### src/rtl/bpu_pkg.sv
// Shared encodings for the branch prediction unit controller.
package bpu_pkg;

    typedef enum logic [1:0] {
        INIT    = 2'b00,
        RUN     = 2'b01,
        RECOVER = 2'b10
    } bpu_state_e;

    typedef enum logic [1:0] {
        BTB_NOP   = 2'b00,
        BTB_WRITE = 2'b01,
        BTB_INVAL = 2'b10
    } btb_op_e;

    localparam int PC_INC = 4;

endpackage

### src/rtl/bpu_mispredict_detect.sv
// Combinational resolution decode: mispredict flag, corrected fetch PC and table ops.
module bpu_mispredict_detect
    import bpu_pkg::*;
#(
    parameter int PC_W = 12
) (
    input  logic            res_valid_i,
    input  logic            res_branch_i,
    input  logic            res_btb_hit_i,
    input  logic            res_predict_taken_i,
    input  logic            res_taken_i,
    input  logic [PC_W-1:0] res_pc_i,
    input  logic [PC_W-1:0] res_target_i,
    output logic            mis_o,
    output logic [PC_W-1:0] redirect_pc_o,
    output logic            upd_bht_o,
    output logic [1:0]      upd_btb_o
);

    // A non-branch that hit the BTB and was predicted taken fetched down a bogus path.
    assign mis_o = res_valid_i &&
                   ((res_branch_i && (res_predict_taken_i != res_taken_i)) ||
                    (!res_branch_i && res_btb_hit_i && res_predict_taken_i));

    assign redirect_pc_o = (res_branch_i && res_taken_i) ? res_target_i
                                                         : res_pc_i + PC_W'(PC_INC);

    assign upd_bht_o = res_branch_i;

    always_comb begin
        upd_btb_o = BTB_NOP;
        if (res_branch_i && res_taken_i && (!res_btb_hit_i || !res_predict_taken_i)) begin
            upd_btb_o = BTB_WRITE;
        end else if (res_btb_hit_i && !res_branch_i) begin
            upd_btb_o = BTB_INVAL;
        end
    end

endmodule

### src/rtl/bpu_ctrl.sv
// BPU sequencing controller: table clear sweep, update arbitration, mispredict recovery.
// Define BPU_PERF_EN to add saturating branch / mispredict performance counters.
module bpu_ctrl
    import bpu_pkg::*;
#(
    parameter int PC_W           = 12,
    parameter int IDX_W          = 4,
    parameter int RECOVER_CYCLES = 2,
    parameter int CNT_W          = 16
) (
    input  logic             clk,
    input  logic             reset,
    input  logic             flush_tables,
    input  logic             res_valid,
    input  logic             res_branch,
    input  logic             res_btb_hit,
    input  logic             res_predict_taken,
    input  logic             res_taken,
    input  logic [PC_W-1:0]  res_pc,
    input  logic [PC_W-1:0]  res_target,
    output logic             clr_en,
    output logic [IDX_W-1:0] clr_idx,
    output logic             upd_bht,
    output logic [1:0]       upd_btb,
    output logic [PC_W-1:0]  upd_pc,
    output logic             upd_taken,
    output logic [PC_W-1:0]  upd_target,
    output logic             flush,
    output logic             redirect_valid,
    output logic [PC_W-1:0]  redirect_pc,
    output logic             fetch_stall,
    output logic [1:0]       ctrl_state
`ifdef BPU_PERF_EN
    ,
    output logic [CNT_W-1:0] perf_branches,
    output logic [CNT_W-1:0] perf_mispredicts
`endif
);

    if (RECOVER_CYCLES < 1 || RECOVER_CYCLES > 15 || CNT_W < 1) begin : g_param_check
        $error("bpu_ctrl: RECOVER_CYCLES must be 1..15 and CNT_W >= 1");
    end

    localparam logic [IDX_W-1:0] IDX_LAST = {IDX_W{1'b1}};

    bpu_state_e       state_q, state_d;
    logic             clr_en_q, clr_en_d;
    logic [IDX_W-1:0] clr_idx_q, clr_idx_d;
    logic [3:0]       rec_cnt_q, rec_cnt_d;
    logic             upd_bht_q, upd_bht_d;
    logic [1:0]       upd_btb_q, upd_btb_d;
    logic [PC_W-1:0]  upd_pc_q, upd_pc_d;
    logic             upd_taken_q, upd_taken_d;
    logic [PC_W-1:0]  upd_target_q, upd_target_d;
    logic             flush_q, flush_d;
    logic             redirect_valid_q, redirect_valid_d;
    logic [PC_W-1:0]  redirect_pc_q, redirect_pc_d;
    logic             fetch_stall_q, fetch_stall_d;

    logic             det_mis;
    logic [PC_W-1:0]  det_redirect_pc;
    logic             det_upd_bht;
    logic [1:0]       det_upd_btb;

    bpu_mispredict_detect #(.PC_W(PC_W)) u_detect (
        .res_valid_i         (res_valid),
        .res_branch_i        (res_branch),
        .res_btb_hit_i       (res_btb_hit),
        .res_predict_taken_i (res_predict_taken),
        .res_taken_i         (res_taken),
        .res_pc_i            (res_pc),
        .res_target_i        (res_target),
        .mis_o               (det_mis),
        .redirect_pc_o       (det_redirect_pc),
        .upd_bht_o           (det_upd_bht),
        .upd_btb_o           (det_upd_btb)
    );

    always_comb begin
        state_d          = state_q;
        clr_en_d         = 1'b0;
        clr_idx_d        = clr_idx_q;
        rec_cnt_d        = rec_cnt_q;
        upd_bht_d        = 1'b0;
        upd_btb_d        = BTB_NOP;
        upd_pc_d         = '0;
        upd_taken_d      = 1'b0;
        upd_target_d     = '0;
        flush_d          = 1'b0;
        redirect_valid_d = 1'b0;
        redirect_pc_d    = '0;
        fetch_stall_d    = fetch_stall_q;

        case (state_q)
            INIT: begin
                fetch_stall_d = 1'b1;
                // clr_en low in INIT only happens right after reset: start the sweep at 0.
                if (!clr_en_q) begin
                    clr_en_d  = 1'b1;
                    clr_idx_d = '0;
                end else if (clr_idx_q == IDX_LAST) begin
                    state_d       = RUN;
                    clr_idx_d     = '0;
                    fetch_stall_d = 1'b0;
                end else begin
                    clr_en_d  = 1'b1;
                    clr_idx_d = clr_idx_q + IDX_W'(1);
                end
            end
            RUN: begin
                fetch_stall_d = 1'b0;
                if (res_valid) begin
                    upd_bht_d    = det_upd_bht;
                    upd_btb_d    = det_upd_btb;
                    upd_pc_d     = res_pc;
                    upd_taken_d  = res_taken;
                    upd_target_d = res_target;
                end
                if (det_mis) begin
                    flush_d          = 1'b1;
                    redirect_valid_d = 1'b1;
                    redirect_pc_d    = det_redirect_pc;
                    state_d          = RECOVER;
                    fetch_stall_d    = 1'b1;
                    rec_cnt_d        = 4'(RECOVER_CYCLES - 1);
                end
            end
            RECOVER: begin
                if (rec_cnt_q == '0) begin
                    state_d       = RUN;
                    fetch_stall_d = 1'b0;
                end else begin
                    rec_cnt_d     = rec_cnt_q - 4'd1;
                    fetch_stall_d = 1'b1;
                end
            end
            default: begin
                state_d       = INIT;
                fetch_stall_d = 1'b1;
            end
        endcase

        // Table flush wins over everything except an already-decided redirect pulse.
        if (flush_tables) begin
            state_d       = INIT;
            clr_en_d      = 1'b1;
            clr_idx_d     = '0;
            fetch_stall_d = 1'b1;
            upd_bht_d     = 1'b0;
            upd_btb_d     = BTB_NOP;
        end
    end

    always_ff @(posedge clk or negedge reset) begin
        if (!reset) begin
            state_q          <= INIT;
            clr_en_q         <= 1'b0;
            clr_idx_q        <= '0;
            rec_cnt_q        <= '0;
            upd_bht_q        <= 1'b0;
            upd_btb_q        <= BTB_NOP;
            upd_pc_q         <= '0;
            upd_taken_q      <= 1'b0;
            upd_target_q     <= '0;
            flush_q          <= 1'b0;
            redirect_valid_q <= 1'b0;
            redirect_pc_q    <= '0;
            fetch_stall_q    <= 1'b1;
        end else begin
            state_q          <= state_d;
            clr_en_q         <= clr_en_d;
            clr_idx_q        <= clr_idx_d;
            rec_cnt_q        <= rec_cnt_d;
            upd_bht_q        <= upd_bht_d;
            upd_btb_q        <= upd_btb_d;
            upd_pc_q         <= upd_pc_d;
            upd_taken_q      <= upd_taken_d;
            upd_target_q     <= upd_target_d;
            flush_q          <= flush_d;
            redirect_valid_q <= redirect_valid_d;
            redirect_pc_q    <= redirect_pc_d;
            fetch_stall_q    <= fetch_stall_d;
        end
    end

    assign clr_en         = clr_en_q;
    assign clr_idx        = clr_idx_q;
    assign upd_bht        = upd_bht_q;
    assign upd_btb        = upd_btb_q;
    assign upd_pc         = upd_pc_q;
    assign upd_taken      = upd_taken_q;
    assign upd_target     = upd_target_q;
    assign flush          = flush_q;
    assign redirect_valid = redirect_valid_q;
    assign redirect_pc    = redirect_pc_q;
    assign fetch_stall    = fetch_stall_q;
    assign ctrl_state     = state_q;

`ifdef BPU_PERF_EN
    logic [CNT_W-1:0] perf_br_q, perf_mis_q;

    always_ff @(posedge clk or negedge reset) begin
        if (!reset) begin
            perf_br_q  <= '0;
            perf_mis_q <= '0;
        end else if (state_q == RUN) begin
            if (res_valid && res_branch && (perf_br_q != '1)) begin
                perf_br_q <= perf_br_q + CNT_W'(1);
            end
            if (det_mis && (perf_mis_q != '1)) begin
                perf_mis_q <= perf_mis_q + CNT_W'(1);
            end
        end
    end

    assign perf_branches    = perf_br_q;
    assign perf_mispredicts = perf_mis_q;
`endif

endmodule

### config.mk
export PLATFORM = sky130hd
export DESIGN_NAME = bpu_ctrl
export DESIGN_NICKNAME = d
export VERILOG_FILES = /design/src/rtl/bpu_pkg.sv /design/src/rtl/bpu_mispredict_detect.sv /design/src/rtl/bpu_ctrl.sv
export SDC_FILE = /design/constraint.sdc
export NUM_CORES = 1
export LEC_CHECK = 0
export ABC_CLOCK_PERIOD_IN_PS = 1800
export CORE_MARGIN = 4
export CORE_UTILIZATION = 44
export CTS_BUF_LIST = sky130_fd_sc_hd__clkbuf_16
export DETAILED_ROUTE_END_ITERATION = 6
export GPL_TIMING_DRIVEN = 0
export PLACE_DENSITY = 0.89
export SYNTH_ARGS = -nofsm -noshare
export SYNTH_HDL_FRONTEND = slang
export SYNTH_SLANG_ARGS = --single-unit
### constraint.sdc
create_clock -name clk -period 1.8 [get_ports clk]
set_clock_uncertainty 0.05 [all_clocks]
set_input_delay 0.27 -clock clk [delete_from_list [all_inputs] [get_ports clk]]
set_output_delay 0.27 -clock clk [all_outputs]
set_load 0.02 [all_outputs]
==> Word level (Yosys, flattened, before mapping) <==
Index checks and enable logic that the tools add are counted.
{ "classes": {"n_addsub": 3, "mul": 0, "div_mod_pow": 0, "order_cmp": 0, "n_eq_ne": 10, "shifts": 0, "mux": 39, "bitwise": 0, "reduce_logical": 17} }
{ "ops": {"columns": ["cell", "count"], "rows": [
  ["2-to-1 mux 12 bit", 7],
  ["2-to-1 mux 4 bit", 6],
  ["2-to-1 mux 2 bit", 10],
  ["2-to-1 mux 1 bit", 13],
  ["adder 12 x 3 -> 12 bit (second input constant)", 1],
  ["!= test 3 bit (second input constant)", 4],
  ["one-hot mux 4 bit (2 select lines)", 1],
  ["logical AND 1 bit", 6],
  ["one-hot mux 2 bit (3 select lines)", 1],
  ["adder 4 x 1 -> 4 bit (second input constant)", 1],
  ["equality test 4 bit (second input constant)", 1],
  ["zero test 4 bit", 1],
  ["!= test 2 bit (second input constant)", 2],
  ["AND reduction 4 bit", 1],
  ["nonzero test 2 bit", 2],
  ["subtractor 4 x 1 -> 4 bit (second input constant)", 1],
  ["zero test 1 bit", 3],
  ["one-hot mux 1 bit (3 select lines)", 1],
  ["AND reduction 3 bit", 1],
  ["equality test 2 x 1 -> 1 bit (second input constant)", 1],
  ["equality test 2 bit (second input constant)", 1],
  ["zero test 2 bit", 1],
  ["logical OR 1 bit", 2],
  ["!= test 1 bit", 1]
]} }
{ "totals": {"register_bits": 53, "latchBits": 0, "ram_bits": 0, "mem_bits_ro": 0, "input_bits": 32, "out_inout_bits": 50, "mem_count": 0} }

==> Logic depth before layout (Yosys ltp) <==
Gate-level depths: netlist of the first run.
{ "depth": {"ltp_word": 8, "depth_mapped": 6, "mapped_depth_nobuf": 6} }

==> Cells and area by module <==
A second synthesis of the first run with hierarchy kept.
{ "hier_totals": {"cells_unflattened": 207, "hier_area_um2": 2347.3} }
{ "by_module_without_submodules": {"columns": ["mod", "n_inst", "cells_per_inst", "area_per_inst_um2", "seq_area_each_um2"], "rows": [
  ["bpu_ctrl", 1, 152, 2006.9, 1327.5],
  ["bpu_mispredict_detect", 1, 55, 340.3, 0.0]
]} }

==> Worst setup path after synthesis of the first run <==
Ideal clock, no wire load.
{ "synth_timing": {"path_kind": "flip-flop to flip-flop", "start": "register rec_cnt_q[0]", "end": "register rec_cnt_q[2]", "setup_time_ns": 0.118, "arrival_time_ns": 1.288, "required_ns": 1.632, "slack_ns": 0.343, "path_stages_with_launch": 7, "n_path_buf": 0, "synth_period_minus_slack_ns": 1.457, "cell_sequence": "dfrtp_1 > inv_1 > ha_1 > nor3b_2 > or3b_1 > xor2_1 > nor2_1"} }
{ "synth_via": {"elab_chain_cells": 3, "word_cells_on_any_way": 6, "cone_classes": "1 x add/sub; 1 x eq/ne; 2 x mux; 2 x reduce/logical"} }
{ "synth_rtl": {"columns": ["element", "line", "source"], "rows": [
  ["from (decl)", "bpu_ctrl.sv:49", "logic [3:0] rec_cnt_q, rec_cnt_d;"],
  ["from (signal assigned)", "bpu_ctrl.sv:173", "rec_cnt_q <= rec_cnt_d;"],
  ["subtractor 4 x 1 -> 4 bit or zero test 4 bit (tied branches)", "bpu_ctrl.sv:133, bpu_ctrl.sv:129", null],
  ["2-to-1 mux 4 bit or != test 2 bit (tied branches)", null, null],
  ["one-hot mux 4 bit (2 select lines) or AND reduction 3 bit (tied branches)", null, null]
]} }
Parallel ways exist; a longest one is shown, timed or not. The select of a mux whose other input is x is not followed.
A chain may end at the register's enable or synchronous reset.

==> Worst setup path after layout of the first run <==
{ "layout_timing": {"start": "register state_q[1], in the netlist ctrl_state[1]", "end": "output ctrl_state[1]"} }
{ "layout_rtl": {"columns": ["element", "line", "source"], "rows": [
  ["from (decl)", "bpu_ctrl.sv:46", "bpu_state_e state_q, state_d;"],
  ["from (signal assigned)", "bpu_ctrl.sv:170", "state_q <= state_d;"],
  ["to (decl)", "bpu_ctrl.sv:32", "output logic [1:0] ctrl_state"]
]} }
No word-level cell between the ends.

==> impl_results.md, run 1 <==
* Signal arrival time at the worst endpoint at 1.42 ns
* Multiplexer fraction of the synthesized cell area at 0%
* Final Slew Violations at 0
* List of cells traversed by the critical path: clkdlybuf4s50_1
* Syn_nets at 229
* Part of the Yosys area used for sequential elements at 60.1%
* Drt wl/cell at 15.2 um
* Classification of the worst-slack hold path: in2reg
* Worst path required time at 1.48 ns
* Remaining antenna violation count after routing at 0
* Cts bufs inserted at 5
* Reported leakage power at 0.00141 uW
* Run status: completed
* GRT Residual Overflow at 0
* Global-route usage over all layers at 17.9%
* First-pass GRT wire length at 8.58 mm
* Switching power of the nets at 510 uW
* Int Pwr at 1820 uW
* Timing-limited maximum frequency at 575 MHz
* Clock network latency to the later pin of the worst-skew pair at 0.28 ns
* Setup Crit Path Kind: reg2out
* Slowest cell on crit path: clkdlybuf4s50_1
* Initial DRC Count at 67
* Maximum buffer depth of the clock tree at 2
* Site Rows at 25
* Critical register-to-register path startpoint: rec_cnt_q[0]
* Max_cap viols at 0
* Setup ws final at 0.0615 ns
* Number of input and output port buffers inserted at 80
* Main combinational cell family by area after synthesis: simple AND/OR/NAND/NOR gates
* Avg Inst Size Synth at 11.4 um^2
* Number of vias in the routed layout at 1,723
* Post-CTS Setup Inserts at 0
* Die W at 78.8 um
* Non-Filler Cell Area, Final at 3250 um^2
* Setup Viol. Count Final at 0
* Longest individual stage delay on the worst path at 0.66 ns
* Area share of xor/xnor cells in the synthesized design at 4.37%
* Setup crit start kind: flop
* Maximum VDD drop at 0.388 mV
* RSZ-0062 raised after global routing: no
* Hold Slack at 0.320 ns
* Transition at the pin with the smallest max-transition slack at 0.617 ns
* Element type at the critical path end: output pin
* Die Height at 78.8 um
* Initial core utilization at 46.1%
* Routability congestion estimate from global placement at 0.778
* DIE AREA at 6210 um^2
* Switching Fraction at 21.9%
* Clock transition at the register clock pins on the worst setup and hold paths after CTS at 0.06 ns
* CTS Sinks at 53
* Setup Total Neg Slack at 0 ns
* Core Box Area at 4790 um^2
* Standard cell area after detailed placement at 3110 um^2
* Dominant cell type by area after synthesis: dfrtp_1
* Area share of the largest cell type after synthesis at 59.0%
* Register share of total power at 52.6%
* Count of H-tree levels built during CTS at 2
* Number of top-level design ports at 82
* Number of synthesized flops with an enable pin at 0
* Maximum number of pins on one net before global-route repair at 43
* Number of nets in the final layout at 318
* CTS tree: built
* Cell types with the largest area share after synthesis: dfrtp_1 (59%), and2_1 (7.4%), a211oi_2 (3.4%)
* Final Hold Viols at 0
* Maximum fanout encountered on the critical timing path at 8
* Syn Std Cell Area at 2210 um^2
* Clock network fraction of design power at 37.6%
* Layout Area Growth over Synthesis at 47.2%
* Max-slew headroom at the worst pin at 58.9%
* Diode insertion count for antenna repair at 0
* Power per standard cell area at 718 nW/um^2
* Buffers plus inverters on the worst setup path at 1
* Simple-gate share of the synthesized area at 22.6%
* Layout cells sized above 1 at 7.07%
* Post-route fraction of the period consumed by the critical path at 96.6%
* Fillcell total at 356
* DRC violations left at 0
* Part of the power in combinational logic at 9.8%
* DRT Wirelength at 5.33 mm
* Cell count after synthesis at 194
* Synth async-reset ratio at 100%
* Fraction of the mapped netlist area in adder cells at 1.70%
* Total power after layout at 2330 uW
* Total of warnings raised by yosys at 0
* First-pass iteration count of the detailed router at 4
* Number of global-route vias before repair at 1,762
* Antenna violations before repair at 0
* CP startpoint: ctrl_state[1]
* Pre-CTS setup slack at -0.156 ns
* Master cell of the clock root buffer: clkbuf_16
* Final critical-path required period at 1.74 ns
* Number of unique standard cell types used by synthesis at 40
* Synthesized-area fraction occupied by ao, oa, aoi and oai cells at 8.79%
* CP delay by family, top: buffers and inverters
* DP HPWL at 4.00 mm
* Average vias per placed instance at 4.92
* Total of flip-flops plus latches after synthesis at 53
* Most instantiated flip-flop cell in the synthesis netlist: dfrtp_1
* Worst min-delay path startpoint: flush_tables
-- cell families (layout without fill, tap and decap cells) --
family	after synthesis	after routing
AO/OA/AOI/OAI	26	26
flip-flops	53	53
XOR/XNOR	11	11
adder cells (fa/ha/maj)	3	3
AND/OR/NAND/NOR	90	90
buffers and inverters	11	100
-- state kept, by name, summed over array words and instances (netlist names) --
signal / flops
redirect_pc: 12
upd_pc: 12
upd_target: 12
clr_idx: 4
rec_cnt_q: 4
ctrl_state: 2
upd_btb: 2
clr_en: 1
fetch_stall: 1
redirect_valid: 1
upd_bht: 1
upd_taken: 1
-- metal layers --
| metal | vias to the layer above | global-route usage (%) | share of wire (%) |
|---|---|---|---|
| met4 | 0 | 4.64 | 0.98 |
| met5 | - | 0 | 0 |
| met1 | 835 | 21.3 | 41 |
| met2 | 51 | 31.8 | 52 |
| met3 | 4 | 5.10 | 5.4 |
| li1 | 833 | - | - |
-- final timing paths --
path / endpoint / slack [ns] / cells past startpoint
setup reg to reg: fetch_stall / 0.13 / 5
hold reg to reg: clr_idx[1] / 0.51 / 2
hold / removal: clr_idx[2] / 0.32 / 2
max in group asynchronous: fetch_stall / 0.78 / 3
setup / recovery: ctrl_state[1] / 0.06 / 1
min in group asynchronous: clr_idx[1] / 0.35 / 2
-- layout make-up --
cell class | count | area, um^2 | share of cell area, %
Buffer | 8 | 41.3 | 1.27
Timing Repair Buffer | 82 | 826 | 25.4
Sequential cell | 53 | 1330 | 40.9
Tap cell | 67 | 83.8 | 2.58
Clock inverter | 2 | 7.51 | 0.231
Clock buffer | 5 | 125 | 3.85
Multi-Input combinational cell | 130 | 827 | 25.5
Inverter | 3 | 11.3 | 0.347
-- placed cells by master (no fill, tap or decap), types with 2 or more instances in the layout --
| cell type | synthesis | layout |
|---|---|---|
| or2_1 | 2 | 2 |
| nor3b_1 | 2 | 2 |
| and2_1 | 26 | 26 |
| clkbuf_1 | 5 | 5 |
| nor3_1 | 4 | 4 |
| or3_1 | 2 | 2 |
| clkdlybuf4s50_1 | 0 | 79 |
| clkbuf_16 | 0 | 5 |
| nand4_1 | 3 | 3 |
| xor2_1 | 7 | 7 |
| ha_1 | 3 | 3 |
| o21ai_1 | 2 | 2 |
| a21oi_1 | 9 | 9 |
| nor2_1 | 16 | 16 |
| nand3_1 | 9 | 9 |
| nand2_1 | 14 | 14 |
| nor2b_1 | 2 | 2 |
| xnor2_1 | 4 | 4 |
| o21ai_0 | 2 | 2 |
| a211oi_1 | 3 | 3 |
| dfrtp_1 | 52 | 52 |
| inv_1 | 2 | 3 |
| a211oi_2 | 6 | 6 |
-- power groups by stage --
stage	sequential, uW	combinational, uW	clock (uW)
floorplan	1250	79.5	0
global placement	1250	215	0
detailed placement	1250	228	0
CTS	1230	232	894
global route	1230	251	955
finish	1230	228	877
-- metrics by stage --
step	cells	utilization, %
3_5_place_dp	342	64.9
3_3_place_gp	341	64.6
2_1_floorplan	194	-
5_1_grt	350	67.9
4_1_cts	350	67.9
6_report	350	67.9
-- synth_stat cells, drive strengths merged, types with 3 or more instances --
master  number
buf          3
nand4        3
a211oi       9
nor2        17
xnor2        4
xor2         7
nand2       14
a21oi        9
inv          3
nor3b        3
nor3         4
dfrtp       52
ha           3
nand3        9
clkbuf       5
and2        26
o21ai        4
-- timing repair --
| item | CTS | global route |
|---|---|---|
| endpoints found under the setup margin | 0 | 0 |
| hold endpoints to repair | 11 | 0 |
| hold buffers | 1 | 0 |
| resized for setup | 0 | 0 |
No activity file was read; power rests on OpenSTA's default activity.
==> run 2, diff against run 1 <==
- CORE_UTILIZATION: 44 -> 60
- DONT_BUFFER_PORTS: not set -> 1
- PLACE_DENSITY: 0.89 -> 0.85
==> run 2 against run 1 <==
- worst hold slack lost 0.29 ns
- wire length grew 1.1%
- cell area shrank 24%
- register-to-register slack is essentially flat
- critical path depth grew 3
==> impl_results.md, run 2 (same netlist as run 1, synthesis figures left out) <==
* Run status: completed
* Master cell of the clock root buffer: clkbuf_16
* Maximum VDD drop at 0.509 mV
* CP startpoint: ctrl_state[1]
* Pre-CTS setup slack at 0.124 ns
* Setup Viol. Count Final at 0
* Drt wl/cell at 21.5 um
* Die Height at 68.7 um
* Max_cap viols at 0
* Clock transition at the register clock pins on the worst setup and hold paths after CTS at 0.07 ns
* Power per standard cell area at 932 nW/um^2
* DRT Wirelength at 5.39 mm
* Antenna violations before repair at 0
* First-pass GRT wire length at 8.11 mm
* Setup crit start kind: flop
* Maximum fanout encountered on the critical timing path at 8
* Reported leakage power at 0.00113 uW
* Number of input and output port buffers inserted at 0
* Maximum number of pins on one net before global-route repair at 54
* Total power after layout at 2290 uW
* Maximum buffer depth of the clock tree at 2
* Number of global-route vias before repair at 1,589
* Timing-limited maximum frequency at 604 MHz
* Setup Crit Path Kind: reg2reg
* Die W at 68.7 um
* Final Hold Viols at 0
* Number of placed cells counting well taps at 240
* Post-layout instance count excluding filler cells at 251
* First-pass iteration count of the detailed router at 4
* Max-slew headroom at the worst pin at 64.2%
* Classification of the worst-slack hold path: in2reg
* Critical register-to-register path startpoint: ctrl_state[1]
* Worst min-delay path startpoint: res_pc[2]
* Setup Total Neg Slack at 0 ns
* Site Rows at 21
* Transition at the pin with the smallest max-transition slack at 0.538 ns
* Fillcell total at 226
* Final critical-path required period at 1.66 ns
* Post-route fraction of the period consumed by the critical path at 91.9%
* Number of top-level design ports at 82
* Cts bufs inserted at 5
* Number of nets in the final layout at 239
* CTS Sinks at 53
* Layout Area Growth over Synthesis at 11.4%
* Routability congestion estimate from global placement at 0.686
* Count of H-tree levels built during CTS at 2
* Clock network latency to the later pin of the worst-skew pair at 0.29 ns
* Leading cell type in the layout, fill and taps excluded: dfrtp_1
* Layout cells sized above 1 at 11.2%
* Initial core utilization at 64.1%
* DP HPWL at 3.65 mm
* RSZ-0062 raised after global routing: no
* Worst path required time at 1.94 ns
* DIE AREA at 4710 um^2
* CTS tree: built
* Global-route usage over all layers at 24.2%
* Final Slew Violations at 0
* Signal arrival time at the worst endpoint at 1.79 ns
* Remaining antenna violation count after routing at 0
* Number of vias in the routed layout at 1,526
* Initial DRC Count at 196
* GRT Residual Overflow at 0
* Core Box Area at 3440 um^2
* Setup ws final at 0.145 ns
* Diode insertion count for antenna repair at 0
* Most frequent cells in the layout: dfrtp_1 (52), and2_1 (26), nor2_1 (16)
* Element type at the critical path end: flop
* DRC violations left at 0
* Average vias per placed instance at 6.08
-- run 2: cell count changes in the layout (fill, tap and decap cells not counted) --
cell | before | now
clkbuf_1 | 5 | 3
clkinvlp_4 | 0 | 2
clkinv_1 | 1 | 0
dlygate4sd3_1 | 1 | 2
buf_16 | 0 | 1
clkbuf_2 | 0 | 2
buf_2 | 1 | 0
clkdlybuf4s50_1 | 79 | 0
buf_12 | 1 | 0
-- run 2: path summary, 6_finish.rpt --
check                                  to  slack (ns)  depth (start not counted)
max                          rec_cnt_q[2]        0.14                          4
max in group asynchronous     fetch_stall        0.96                          2
min                        redirect_pc[2]        0.03                          1
min reg2reg                  rec_cnt_q[1]        0.53                          2
min in group asynchronous   upd_target[9]        0.46                          2
max reg2reg                  rec_cnt_q[2]        0.14                          4
-- run 2: layout make-up --
| class | count | area, um^2 | area share, % |
|---|---|---|---|
| Sequential cell | 53 | 1330 | 54.0 |
| Inverter | 3 | 11.3 | 0.458 |
| Clock inverter | 3 | 18.8 | 0.763 |
| Buffer | 8 | 43.8 | 1.78 |
| Clock buffer | 5 | 125 | 5.09 |
| Tap cell | 46 | 57.6 | 2.34 |
| Timing Repair Buffer | 3 | 47.5 | 1.93 |
| Multi-Input combinational cell | 130 | 827 | 33.6 |
-- run 2: where the power goes --
group	internal, uW	switching (uW)	total [uW]
registers	1210	25.6	1230
clock network	510	412	922
logic	55.7	79.7	135
total	1770	518	2290
-- run 2: per-layer routing --
metal / global-route usage (%) / vias up / routed length, um
met4: 9.68 / 0 / 103
met2: 42.7 / 76 / 2850
met5: 0 / - / 0
li1: - / 673 / -
met1: 26.7 / 768 / 1910
met3: 7.94 / 9 / 526
-- run 2: worst max-delay path, cell delays in order, from the launching register on --
cell,delay [ns]
dfrtp_1,0.65
nand2b_1,0.24
or3b_1,0.41
xor2_1,0.15
nor2_1,0.06
-- run 2: timing repair --
action / in CTS / in global routing
hold buffers: 3 / 0
hold endpoints to repair: 54 / 0
gates resized for setup: 0 / 4
buffers inserted: 0 / 0
setup endpoints to repair: 0 / 20
-- run 2: through the flow --
stage | area (um^2) | util [%] | hold slack [ns]
5_1_grt | 2460 | 71.4 | 0.0120
2_1_floorplan | 2210 | - | -0.0756
3_5_place_dp | 2260 | 65.8 | -0.0744
3_3_place_gp | 2260 | 65.8 | -0.0745
4_1_cts | 2460 | 71.4 | 0.0209
6_report | 2460 | 71.4 | 0.0255
